==> src/rtl/rsa_stream_loader.sv <==
// Host-side sequencer for the RSA exponentiation core: loads modulus/exponent/message
// from a byte stream, starts the core, times it, and streams the result back out.
module rsa_stream_loader #(
   parameter int NBYTES = 32,
   parameter int CYC_W  = 32
) (
   input  logic             clk,
   input  logic             reset,
   input  logic             in_valid,
   input  logic [7:0]       in_data,
   output logic             in_ready,
   output logic             out_valid,
   output logic [7:0]       out_data,
   input  logic             out_ready,
   output logic             core_we,
   output logic             core_oe,
   output logic             core_start,
   output logic [1:0]       core_reg_sel,
   output logic [4:0]       core_addr,
   output logic [7:0]       core_wdata,
   input  logic [7:0]       core_rdata,
   input  logic             core_ready,
   output logic             busy,
   output logic [CYC_W-1:0] last_cycles
);

   typedef enum logic [3:0] {
      IDLE, LOAD_N, LOAD_E, LOAD_M, START, SKIP, BUSY, RD_ADDR, RD_CAP, RD_OUT
   } state_t;

   localparam logic [4:0] TOP_ADDR = 5'(NBYTES - 1);

   state_t           state, next_state;
   logic [4:0]       wr_idx;
   logic [CYC_W-1:0] cyc_cnt;
   logic             loading, accept, handshake, last_byte;

   logic             in_ready_d, core_we_d, core_start_d, core_oe_d, out_valid_d, busy_d;
   logic [1:0]       sel_d;

   assign loading   = state inside {IDLE, LOAD_N, LOAD_E, LOAD_M};
   assign accept    = in_valid && in_ready && loading;
   assign handshake = (state == RD_OUT) && out_valid && out_ready;
   assign last_byte = (wr_idx == '0);

   always_ff @(posedge clk) begin
      if (reset) state <= IDLE;
      else       state <= next_state;
   end

   always_comb begin
      next_state = state;
      case (state)
         IDLE:    if (accept) next_state = last_byte ? LOAD_E : LOAD_N;
         LOAD_N:  if (accept && last_byte) next_state = LOAD_E;
         LOAD_E:  if (accept && last_byte) next_state = LOAD_M;
         LOAD_M:  if (accept && last_byte) next_state = START;
         START:   next_state = SKIP;
         SKIP:    next_state = BUSY;
         BUSY:    if (core_ready) next_state = RD_ADDR;
         RD_ADDR: next_state = RD_CAP;
         RD_CAP:  next_state = RD_OUT;
         RD_OUT:  if (handshake) next_state = (core_addr == '0) ? IDLE : RD_ADDR;
         default: next_state = IDLE;
      endcase
   end

   // Registered strobes: read-side enables follow next_state so they line up with
   // the read states; core_start trails START so it lands one cycle after the last write.
   always_comb begin
      in_ready_d   = next_state inside {IDLE, LOAD_N, LOAD_E, LOAD_M};
      core_we_d    = accept;
      core_start_d = (state == START);
      core_oe_d    = next_state inside {RD_ADDR, RD_CAP, RD_OUT};
      out_valid_d  = (next_state == RD_OUT);
      busy_d       = (next_state != IDLE);
      case (state)
         LOAD_E:  sel_d = 2'b10;
         LOAD_M:  sel_d = 2'b00;
         default: sel_d = 2'b11;
      endcase
   end

   always_ff @(posedge clk) begin
      if (reset) begin
         in_ready     <= 1'b0;
         out_valid    <= 1'b0;
         out_data     <= '0;
         core_we      <= 1'b0;
         core_oe      <= 1'b0;
         core_start   <= 1'b0;
         core_reg_sel <= '0;
         core_addr    <= '0;
         core_wdata   <= '0;
         busy         <= 1'b0;
         last_cycles  <= '0;
         cyc_cnt      <= '0;
         wr_idx       <= TOP_ADDR;
      end else begin
         in_ready   <= in_ready_d;
         core_we    <= core_we_d;
         core_start <= core_start_d;
         core_oe    <= core_oe_d;
         out_valid  <= out_valid_d;
         busy       <= busy_d;

         if (accept) begin
            core_addr    <= wr_idx;
            core_wdata   <= in_data;
            core_reg_sel <= sel_d;
            wr_idx       <= last_byte ? TOP_ADDR : wr_idx - 5'd1;
         end

         case (state)
            SKIP: cyc_cnt <= CYC_W'(1);
            BUSY: begin
               if (core_ready) begin
                  last_cycles <= cyc_cnt;
                  core_addr   <= TOP_ADDR;
               end else if (cyc_cnt != '1) begin
                  cyc_cnt <= cyc_cnt + CYC_W'(1);
               end
            end
            RD_CAP: out_data <= core_rdata;
            RD_OUT: if (handshake && core_addr != '0) core_addr <= core_addr - 5'd1;
            default: ;
         endcase
      end
   end

endmodule
==> config.mk <==
export PLATFORM = sky130hd
export DESIGN_NAME = rsa_stream_loader
export DESIGN_NICKNAME = d
export VERILOG_FILES = /design/src/rtl/rsa_stream_loader.sv
export SDC_FILE = /design/constraint.sdc
export NUM_CORES = 1
export LEC_CHECK = 0
export ABC_AREA = 1
export BUFFER_PORTS_ARGS = -buffer_cell sky130_fd_sc_hd__buf_4
export CAP_MARGIN = 20
export CORE_UTILIZATION = 45
export DETAILED_ROUTE_END_ITERATION = 8
export PLACE_DENSITY = 0.66
export SYNTH_ARGS = -nofsm -noshare
export SYNTH_HDL_FRONTEND = slang
export SYNTH_SLANG_ARGS = --single-unit
==> constraint.sdc <==
create_clock -name clk -period 2.53 [get_ports clk]
set_clock_uncertainty 0.2 [all_clocks]
set_input_delay 0.506 -clock clk [delete_from_list [all_inputs] [get_ports clk]]
set_output_delay 0.506 -clock clk [all_outputs]
set_load 0.02 [all_outputs]
==> results list, run 1 <==
* Outcome: finished clean
- Buffers & Inverters on Critical Path: 2
- Maximum resistive drop on vdd: 0.000251 V
* Routed WL per cell: 13.0 microns
* Post-synthesis instance area: 4820 sq um
* GRT Total Usage: 22.7%
* Average size of a mapped cell: approximately 6.7 sq um
- The first global-routing pass estimated about 20000 microns of wire.
- Number of antenna violations at the first check in global routing: 0
* Boundary Pins: 82
- Final Slew Violations: 0
- The tool flagged a number of max-cap violations equal to 0.
- The initial utilization of the core area, before any placement, comes to 46.5%.
- Counting every sink on the clock net gives a little over 100.
- Pin count of the biggest net entering global routing: 54
* Instance count along the most critical hold path: 3
* Switching share of power: 24.0%
- STA puts the critical path data required time at about 2600 ps.
- Largest cells by area after synthesis: dfxtp_1 42%, nor2_1 14%, nand2_1 12%
- Setup slack on the worst flop-to-flop path: 270 ps
* Final core utilization: 55.8%
- The floorplan step defined a die boundary enclosing 11100 sq um.
- Clock Path Buffers: 2
- Of the cells placed in the final design, the portion with a size suffix greater than 1 is 16.3%.
- Dividing total power by cell area gives a power density of between 500 and 600 nW/um^2.
* #FFs+latches synth: just over 100
- Dominant combinational cell family by area after synthesis: simple AND/OR/NAND/NOR gates
- Top-count cell post-synth: nor2_1
- The analysis attributes to cell leakage a power of ~2.6 nW.
- Post-synth top area cell: dfxtp_1
- The finished cells cover 5790 sq um.
- Dominant cell type by count on the critical path: nand2_4
- The share of total power dissipated in the clock network is 38.4%.
- Most instantiated flip-flop cell in the synthesis netlist: dfxtp_1
- Ratio of final minimum period to clock period: 89.4%
- Net switching power figure: 717 uW
- Chain of cells forming the critical path: ha_1 -> inv_1 -> nor2_2 -> nand2_4 -> nor2_8 -> nand3_4 -> nand2_4 -> inv_4 -> o21ai_1 -> nor2_1
- Clock-pin slew was measured on the worst setup and hold paths at 100 ps.
- The number of cells on the worst reg-to-reg path is 10.
- Synth Area in XOR/XNOR: under 10%
- Drc violations: 0
* Layout-stage area growth over the synthesis result: 20.2%
- RSZ-0062 raised after global routing: no
- Peak fanout along the critical path: 23
* Cell Area, Placed: 5560 sq um
- TritonCTS built the clock tree.
* Non-Filler Instances: about 940
- In this run the clock root is driven by a clkbuf_8.
- Worst slew margin: between 50 and 60%
- Detailed routing inserted a total of 4761 vias.
* Number of buffers inserted to repair setup after CTS: 0
* Delay of the slowest cell on the worst path: 460 ps
- Area share of and/or/nand/nor cells after synthesis: 35.3%
* Number of placed instances, taps included: 923
- The later pin in the worst-skew pair is clocked with a latency of 370 ps.
* Post-synthesis instance total: 720
- The first routing iteration left 274 violations.
- Proportion of synthesized area in mux cells: 0%
* Number of detailed-route iterations in the first pass: 5
* Combinational share of power: 6.6%
* Number of synthesized flops with an enable pin: 0
- Core region area: 10400 sq um
- In this run, flip-flops and latches consume 55.0% of the power.
- Critical Setup Path Class: reg2reg
- Antenna diodes: 0
- After layout, the minimum clock period comes to 2260 ps.
* Share of the yosys chip area belonging to registers: a little over two fifths
- Counting distinct cell types in the post-synthesis netlist gives 31.
- Area fraction of the dominant cell type after synthesis: 42.4%
* Total clock buffers created by CTS: 9
- Port buffering added 81 buffers.
- During synthesis, Yosys emitted a total of 0 warnings.
- Total Negative Setup Slacks: 0 ps
- After legalization and detailed placement, the total HPWL measured 8970 microns.
- Static timing analysis puts the maximum clock frequency at roughly 440 MHz.
* Total wirelength of the detailed-routed design: 12200 microns
* Worst Hold Slack: 155 ps
* Tightest Pin Transition: 646 ps
* Post-synthesis compound-gate area fraction: 11.9%
- Internal power comes to 2.27 mW.
- Global route overflow: 0
- When the netlist entered floorplanning its net count stood at 746.
* Signal arrival time at the worst endpoint: roughly 2300 ps
- After detailed routing, the number of vias per cell comes to 5.07.
* GP Congestion: between 1 and 1.5
- The detail route stage leaves a number of antenna-violating nets equal to 0.
- Endpoint kind of the worst setup timing path: register
- Summing the areas of all fa, ha and maj instances in the mapped netlist gives 1.30% of the synthesized area.
- Ranked by instance count, the synthesized netlist is headed by 175 x nor2_1, 157 x nand2_1, 102 x dfxtp_1.
- In this run the number of cells on the critical path is 10.
* Final net count: 824
* Slowest-stage cell, CP: dfxtp_1
- The final count of hold timing violations came to 0.
* Die Span Y: 105 microns
* Number of H-tree levels: 3
- Number of failing setup endpoints in the final timing report: 0
* Number of global-route vias before repair: 4330
- Row Count: 37
- Overall die width: 105 microns
- In the synthesized netlist the async set-or-reset flop fraction comes to 0%.
- Kind of launch point of the worst setup path: register
* Classification of the worst-slack hold path: in2reg
- On the critical path the largest part of the delay comes from simple AND/OR/NAND/NOR gates.
per-stage QoR:
step | power, mW | worst slack [ps]
after floorplan | 1.79 | 631
after global placement | 1.87 | 268
after detailed placement | 1.87 | 216
after CTS | 3.02 | 183
after global routing | 3.11 | 77.6
final | 2.99 | 268
cell families after synthesis:
group / Yosys count
flops: 102
simple gates: 404
xor+xnor: 9
fa+ha+maj: 5
buf+inv: 90
compound gates: 110
timing repair:
item | in CTS | in global routing
resized for setup | 0 | 2
setup endpoints to repair | 0 | 2
hold buffers | 0 | 0
per-layer routing:
metal	routed length, microns	up-vias	track usage, %	share of wire [%]
met2	5790	159	39.1	47
met3	730	19	4.27	6.0
met5	0	-	0	0
met1	5490	2154	28.6	45
li1	-	2429	-	-
met4	230	0	7.14	1.9
worst reg2reg max path, stage by stage (launching register included):
cell     delay (ps)
dfxtp_1         460
ha_1            210
inv_1            70
nor2_2          230
nand2_4         110
nor2_8          150
nand3_4         130
nand2_4         210
inv_4           160
o21ai_1         180
nor2_1           50
worst paths after layout:
kind                               start                     endpoint
max              cyc_cnt[0]$_SDFFE_PP0P_      cyc_cnt[0]$_SDFFE_PP0P_
min                           in_data[2]   core_wdata[2]$_SDFFE_PP0P_
max reg2reg      cyc_cnt[0]$_SDFFE_PP0P_      cyc_cnt[0]$_SDFFE_PP0P_
min reg2reg  last_cycles[0]$_SDFFE_PP0P_  last_cycles[0]$_SDFFE_PP0P_
power groups by stage:
stage | combinational (mW) | sequential [mW] | clock [mW]
after global routing | 0.219 | 1.65 | 1.24
final | 0.196 | 1.64 | 1.15
after CTS | 0.197 | 1.64 | 1.18
after floorplan | 0.0898 | 1.70 | 0
after global placement | 0.193 | 1.68 | 0
after detailed placement | 0.196 | 1.68 | 0
layout by cell type (no fill, tap or decap), drive strengths merged, types with 2 or more instances in the layout:
| cell | count |
|---|---|
| nor2 | 185 |
| a21oi | 38 |
| o21bai | 3 |
| o211ai | 5 |
| xnor2 | 2 |
| xor2 | 7 |
| clkinv | 2 |
| nand4 | 12 |
| clkinvlp | 2 |
| o21ai | 64 |
| clkbuf | 9 |
| bufinv | 2 |
| dfxtp | 102 |
| buf | 92 |
| ha | 5 |
| nor3 | 6 |
| nand3 | 36 |
| inv | 66 |
| nand2 | 162 |
state kept, by name (all words and copies together) (netlist names):
| signal | flops |
|---|---|
| core_reg_sel | 2 |
| in_ready | 1 |
| core_oe | 1 |
| core_addr | 5 |
| out_valid | 1 |
| busy | 1 |
| cyc_cnt | 32 |
| core_start | 1 |
| core_wdata | 8 |
| state | 4 |
| wr_idx | 5 |
| out_data | 8 |
| last_cycles | 32 |
| core_we | 1 |
final cells by class:
type                       instances  area (sq um)
multi-input combinational        528          2420
clock buffer                       9           124
clock inverter                     7          97.6
timing repair buffer              92           691
sequential                       102          2040
tap                              136           170
fill                            1025          4580
inverter                          65           246
(Power assumes the default switching activity.)
==> inputs of run 2 (changes only) <==
--- a/config.mk
+++ b/config.mk
@@ -10,6 +10,7 @@
 export CAP_MARGIN = 20
 export CORE_UTILIZATION = 45
 export DETAILED_ROUTE_END_ITERATION = 8
+export GPL_TIMING_DRIVEN = 0
 export PLACE_DENSITY = 0.66
 export SYNTH_ARGS = -nofsm -noshare
 export SYNTH_HDL_FRONTEND = slang
==> constraint.sdc (replaced) <==
create_clock -name clk -period 2.53 [get_ports clk]
set_clock_uncertainty 0.2 [all_clocks]
set_input_delay 0.6325 -clock clk [delete_from_list [all_inputs] [get_ports clk]]
set_output_delay 0.6325 -clock clk [all_outputs]
set_load 0.02 [all_outputs]
==> run 2 against run 1 <==
  * Power barely moved
  * Sequential cell count stayed put
  * Via count increased by 1.6%
  * Critical path depth rose by 1
  * Die area unchanged
  * Critical path type unchanged
  * Highest routed layer unchanged
==> results list, run 2 (synthesis gave the netlist of run 1 again) <==
* Clock Path Buffers: 2 (unchanged)
- The detailed-route wire length per cell is 13.9 microns (+6.7%).
- The switching power of the nets was 715 uW (-0.26%).
- The count of port buffers added during placement came to 80 (-1.2%).
* Maximum resistive drop on vdd: 0.000475 V (+90%)
- The DRC marker count from the first detailed-route iteration was 316 (+15%).
- GRT Total Usage: 25.4% (+2.7 points)
- Resize count post-CTS: 0 (unchanged)
* Worst slew margin: 54.0% (-2.8 points)
- The standard cell core area came to 10400 sq um (unchanged).
- The post-layout total power came to 2.99 mW (about the same).
- Die area: 11100 sq um (unchanged)
- The effective utilization at floorplan is 46.5% (unchanged).
- STA classifies the critical path startpoint as a register.
- Number of global-route vias before repair: 4514 (+4.2%)
* Layout-stage area growth over the synthesis result: 20.4%
- TritonCTS built the clock tree.
- Fmax achieved: 437 MHz (-1.1%)
- The global-route wire length before repair is 22000 microns (+7.7%).
- Pin count of the biggest net entering global routing: 17 (-69%)
- Worst Reg-to-Reg Cells: 11 (+1)
- The critical path is of the reg2reg type.
- Setup slack on the worst flop-to-flop path: 240 ps (-30 ps)
- Count of endpoints failing hold in the final timing report: 0 (unchanged)
* Internal power summed over all cells: 2.27 mW (+0.12%)
- The boundary pin count is 82 (unchanged).
- Post-DRT Antenna Nets: 0 (unchanged)
- The die outline height came to 105 microns (unchanged).
- The most numerous cell type found on the critical path is nor2_1.
* HPWL reported at the end of detailed placement: 10100 microns (+12%)
* Overall die width: 105 microns (unchanged)
* Worst Hold Slack: 270 ps (+114 ps)
- The cell family contributing the most delay on the critical path is simple AND/OR/NAND/NOR gates.
- Setup repair after global routing left no endpoint under its margin.
- The total placed instance area was 5590 sq um (+0.43%).
* Layout cells sized above 1: 14.8% (-1.5 points)
- Most used cells in the layout excluding fill and tap cells: 175 x nor2_1, 157 x nand2_1, 102 x dfxtp_1
* Drc violations: 0 (unchanged)
- Destination of the worst register-to-register timing path: cyc_cnt[25]$_SDFFE_PP0P_
* Signal arrival time at the worst endpoint: 2340 ps (about the same)
- Number of H-tree levels: 3 (unchanged)
- Final Slew Violations: 0 (unchanged)
- Number of failing setup endpoints in the final timing report: 0 (unchanged)
- The count of max-cap constraint violations was 0 (unchanged).
- The final global-route overflow total was 0 (unchanged).
- The antenna cell count is 0 (unchanged).
- The fraction of power consumed by sequential logic is 54.9% (about the same).
- The highest fanout seen on the critical path is 10 (-57%).
- In this run the critical register-to-register path is launched from cyc_cnt[0]$_SDFFE_PP0P_.
* Critical path data required time: 2580 ps (-20 ps)
- The worst path buffer plus inverter count was 2 (unchanged).
* Clock Latency Late Sink: 390 ps (+20 ps)
- The power density over the cells is 515 nW/um^2 (-0.19%).
- The proportion of power drawn by combinational gates was 6.7% (about the same).
- The setup fix buffers added after clock tree synthesis came to 0 (unchanged).
* Total clock buffers created by CTS: 9 (unchanged)
* Classification of the worst-slack hold path: in2reg
* Total wirelength of the detailed-routed design: 13200 microns (+8.2%)
* Outcome: finished clean
- The number of placement rows is 37 (unchanged).
* Number of detailed-route iterations in the first pass: 5 (unchanged)
* Top flop regs: cyc_cnt x32, last_cycles x32
- GP Congestion: 0.923 (-7.8%)
- Instance count along the most critical hold path: 3 (unchanged)
* Delay of the slowest cell on the worst path: 430 ps (-30 ps)
- Switching share of power: 24.0% (-0.069 points)
* Cell at the root of the clock tree: clkbuf_8
- The worst-margin pin slew came to 690 ps (+44.0 ps).
- Number of sinks on the clock net: 102 (unchanged)
* Final net count: 837 (+1.6%)
- Total leakage power: 2.56 nW (-0.41%)
- End point of the worst hold path: core_wdata[6]$_SDFFE_PP0P_
- The detail-routed via count per cell is 5.08 (+0.17%).
- Number of buffers inserted for hold repair after clock tree synthesis: 0 (unchanged)
* Most frequent standard cell in the layout excluding fill and tap cells: nor2_1
- The critical path goes through ha_1 -> inv_1 -> nor2_2 -> nand2_4 -> nor2_8 -> nand3_4 -> nand2_4 -> buf_4 -> nor2_1 -> nor2_1 -> nor2_1.
- The worst hold path begins at in_data[6].
* Ratio of final minimum period to clock period: 90.4% (+1.0 points)
- Clk slew on worst S/H paths: 100 ps (about the same)
- Number of vias after detailed routing: 4835 (+1.6%)
- STA classifies the critical path endpoint as a register.
- Number of fillers in the final layout: 1047 (+2.1%)
- The initial antenna violation count came to 0 (unchanged).
- Crit path time final: 2290 ps (+25.8 ps)
- The area of all placed cells without fillers was 5800 sq um (+0.22%).
* Clk network pwr share: 38.4% (about the same)
- On the critical path, the stage with the largest delay is an instance of dfxtp_1.
[run 2: power groups by stage]
stage / Sequential, mW / Combinational (mW) / Clock, mW
after detailed placement: 1.68 / 0.200 / 0
final: 1.64 / 0.199 / 1.15
after global routing: 1.64 / 0.222 / 1.23
after global placement: 1.68 / 0.196 / 0
after floorplan: 1.70 / 0.0898 / 0
after CTS: 1.64 / 0.200 / 1.18
[run 2: cell type report]
cell class                 count  area (sq um)  area share, %
buffer                        25           114           1.96
clock buffer                  12           135           2.33
clock inverter                 4          77.6           1.34
inverter                      65           244           4.21
multi-input combinational    528          2420           41.7
sequential                   102          2040           35.2
tap                          136           170           2.93
timing repair buffer          80           601           10.4
[run 2: worst max path at each step]
stage,from,endpoint,slack (ps),depth (start not counted)
final,cyc_cnt[0]$_SDFFE_PP0P_,cyc_cnt[25]$_SDFFE_PP0P_,240,11
after CTS,cyc_cnt[0]$_SDFFE_PP0P_,cyc_cnt[25]$_SDFFE_PP0P_,260,11
after global placement,reset,out_valid$_SDFF_PP0_,20,6
after floorplan,cyc_cnt[0]$_SDFFE_PP0P_,cyc_cnt[0]$_SDFFE_PP0P_,630,11
after global routing,cyc_cnt[0]$_SDFFE_PP0P_,cyc_cnt[25]$_SDFFE_PP0P_,80,11
after detailed placement,reset,last_cycles[30]$_SDFFE_PP0P_,-1,6
[run 2: metrics by stage]
stage	cells	util [%]	setup slack, ps	TNS [ps]
after global routing	952	55.9	77.4	0
after detailed placement	936	53.9	-1.30	-1.30
after CTS	952	55.9	261	0
after global placement	936	53.9	23.0	0
final	952	55.9	242	0
after floorplan	720	-	631	0
[run 2: worst reg2reg max path, delay by kind of cell, from the launching register on]
family	cells	cell delay, ps
adders and majority gates	1	210
and+or+nand+nor	8	1040
DFF	1	430
buffers and inverters	2	270
[run 2: routing by layer]
metal	GRT usage, %	up-vias	share of wire [%]
li1	-	2464	-
met1	31.1	2219	45
met2	43.0	127	48
met3	5.75	25	5.1
met4	10.2	0	2.7
met5	0	-	0
==> inputs of run 3 (changes only) <==
--- a/config.mk
+++ b/config.mk
@@ -7,7 +7,6 @@
 export LEC_CHECK = 0
 export ABC_AREA = 1
 export BUFFER_PORTS_ARGS = -buffer_cell sky130_fd_sc_hd__buf_4
-export CAP_MARGIN = 20
 export CORE_UTILIZATION = 45
 export DETAILED_ROUTE_END_ITERATION = 8
 export GPL_TIMING_DRIVEN = 0
==> constraint.sdc (replaced) <==
create_clock -name clk -period 2.53 [get_ports clk]
set_clock_uncertainty 0.2 [all_clocks]
set_input_delay 0.1265 -clock clk [delete_from_list [all_inputs] [get_ports clk]]
set_output_delay 0.1265 -clock clk [all_outputs]
set_load 0.02 [all_outputs]
==> run 3 against run 2 <==
  * Clock-buffer cell count unchanged
  * Cell area is 2.9% higher
  * Hold slack worse by 190 ps
  * Worst setup slack worse by 6.1 ps
  * Sequential power is essentially flat
  * Sequential cell count stayed put
  * Cell count rose by 1.8%
  * Register-to-register slack about the same
  * Power increased by 0.94%
  * Combinational power up 12%
  * Non-clock buffer count grew 17
==> results list, run 3 (synthesis gave the netlist of run 1 again) <==
* Initial Util: 46.5% (unchanged)
* Number of detailed-route iterations in the first pass: 5 (unchanged)
- The run finished with clean final reports.
* Final net count: 854 (+2.0%)
* Layout cells sized above 1: 14.5% (-0.30 points)
- The worst slew margin relative to its limit is 53.6% (-0.36 points).
- Cell at the root of the clock tree: clkbuf_8
- The worst path arrival time came to 2350 ps (about the same).
- Number of buffers inserted to repair setup after CTS: 0 (unchanged)
- Setup repair after global routing left no endpoint under its margin.
- The final global-route overflow total came to 0 (unchanged).
- Drc violations: 0 (unchanged)
* Fmax achieved: 436 MHz (-0.27%)
- The number of nets still failing antenna checks after routing came to 0 (unchanged).
- The global-route wire length before repair came to 22500 microns (+2.2%).
- The final critical-path setup slack was 236 ps (-6.09 ps).
* Endpoint kind of the worst setup timing path: register
- Non-Filler Instances: 969 (+1.8%)
- Overall die width: 105 microns (unchanged)
- Die Span Y: 105 microns (unchanged)
- Total clock buffers created by CTS: 9 (unchanged)
- The clock sink total is 102 (unchanged).
* Peak fanout along the critical path: 10 (unchanged)
- The post-cts gate resize count is 0 (unchanged).
- TritonCTS built the clock tree.
- Pwr Density: 505 nW/um^2 (-1.9%)
- The combined global-route utilization of all metal layers came to 25.9% (+0.54 points).
- Area occupied by registers: 2040 sq um (unchanged)
- HPWL reported at the end of detailed placement: 10100 microns (unchanged)
* Count of endpoints failing hold in the final timing report: 0 (unchanged)
- Number of antenna violations at the first check in global routing: 0 (unchanged)
* Total leakage power: 2.63 nW (+2.8%)
- The library cell used most frequently in the layout, excluding fill and tap cells, is nor2_1.
* Launching point of the worst reg2reg path: cyc_cnt[0]$_SDFFE_PP0P_
- The depth of the most critical reg-to-reg path is 11 (unchanged).
* Critical path destination: cyc_cnt[27]$_SDFFE_PP0P_
- The final cycle utilization of the critical path was 90.7% (+0.24 points).
- Via-per-instance ratio: 5.04 (-0.76%)
- In this run the critical register-to-register path is captured at cyc_cnt[27]$_SDFFE_PP0P_.
- The multi-input combinational cell area came to 2420 sq um (unchanged).
- The count of endpoints failing setup in the final report is 0 (unchanged).
* Number of fillers in the final layout: 1026 (-2.0%)
- Clk slew on worst S/H paths: 100 ps (about the same)
- Worst Hold Slack: 83.4 ps (-186 ps)
* Classification of the worst-slack hold path: in2reg
* Number of max-cap violations: 0 (unchanged)
* Number of H-tree levels: 3 (unchanged)
* Kind of launch point of the worst setup path: register
- Buffers added on ports: 80 (unchanged)
* Post-layout power: 3.01 mW (+0.94%)
- Setup Slack @ Placement: 291 ps (+293 ps)
* Total wirelength of the detailed-routed design: 13600 microns (+2.5%)
* GP Congestion: 0.923 (unchanged)
* Number of global-route vias before repair: 4599 (+1.9%)
- Critical path data required time: 2590 ps (about the same)
- Core region area: 10400 sq um (unchanged)
- Post-route design area: 5970 sq um (+2.9%)
- Number of violations reported at the end of detailed-routing iteration 0: 358 (+13%)
* Setup slack on the worst flop-to-flop path: 240 ps (about the same)
* Pin count of the biggest net entering global routing: 17 (unchanged)
- Boundary Pins: 82 (unchanged)
- The worst-margin pin slew came to 696 ps (+5.39 ps).
- The post-route minimum period came to 2290 ps (+6.10 ps).
* Antenna diodes: 0 (unchanged)
* Total Negative Setup Slacks: 0 ps (unchanged)
- Most used cells in the layout excluding fill and tap cells: 175 x nor2_1, 157 x nand2_1, 102 x dfxtp_1
- The maximum count of clock buffers along a single path was 2 (unchanged).
- Layout-stage area growth over the synthesis result: 23.9%
- The count of placed standard cells including taps was 936 (unchanged).
- Critical Setup Path Class: reg2reg
- Top flop regs: cyc_cnt x32, last_cycles x32
* Die area: 11100 sq um (unchanged)
- The core occupancy in the finished layout was 57.6% (+1.6 points).
- The number of placement rows was 37 (unchanged).
- In this run the worst setup path begins at cyc_cnt[0]$_SDFFE_PP0P_.
- The number of max-slew violations in the final report came to 0 (unchanged).
- Clock Latency Late Sink: 390 ps (about the same)
- Routed WL per cell: 14.0 microns (+0.73%)
* Number of vias after detailed routing: 4884 (+1.0%)
- The total placed instance area was 5590 sq um (unchanged).
- Maximum resistive drop on vdd: 0.000480 V (+1.0%)
[run 3: critical path, cell delays in order, from the launching register on]
cell and delay (ps):
dfxtp_1 430, ha_1 210, inv_1 80, nor2_2 270
nand2_4 120, nor2_8 170, nand3_4 150, nand2_4 120
buf_4 190, nor2_1 60, nor2_1 90, nor2_1 50
[run 3: layout make-up]
| class | count | share of cell area (%) |
|---|---|---|
| clock buffers | 12 | 2.26 |
| multi-input cells | 528 | 40.5 |
| well taps | 136 | 2.85 |
| repair buffers | 97 | 12.9 |
| flip-flops and latches | 102 | 34.2 |
| clock inverters | 4 | 1.30 |
| plain buffers | 25 | 1.91 |
| inverters | 65 | 4.09 |
[run 3: worst min path at each step]
stage          depth (start not counted)        from                    endpoint  slack [ps]
3_5_place_dp                           3  in_data[2]  core_wdata[2]$_SDFFE_PP0P_         160
6_report                               6   out_ready        out_valid$_SDFF_PP0_          80
5_1_grt                                6   out_ready        out_valid$_SDFF_PP0_         120
4_1_cts                                6   out_ready        out_valid$_SDFF_PP0_          60
3_3_place_gp                           3  in_data[0]  core_wdata[0]$_SDFFE_PP0P_         150
2_1_floorplan                          2  in_data[0]  core_wdata[0]$_SDFFE_PP0P_          60
[run 3: repair_timing]
item / in CTS / in global routing
hold endpoints to repair: 17 / 0
hold buffers: 17 / 0
endpoints found under the setup margin: 0 / 0
[run 3: power by group]
part           internal, mW  switching [mW]  leakage [nW]
Clock                 0.567           0.585         0.106
Combinational        0.0945           0.127          1.70
Sequential             1.63          0.0138         0.826
Total                  2.29           0.726          2.63
[run 3: layer usage]
| metal | GRT usage [%] | vias to the layer above | share of wire, % |
|---|---|---|---|
| met5 | 0 | - | 0 |
| met2 | 44.5 | 135 | 48 |
| met1 | 31.4 | 2229 | 45 |
| li1 | - | 2495 | - |
| met4 | 10.2 | 0 | 2.8 |
| met3 | 5.81 | 25 | 4.8 |
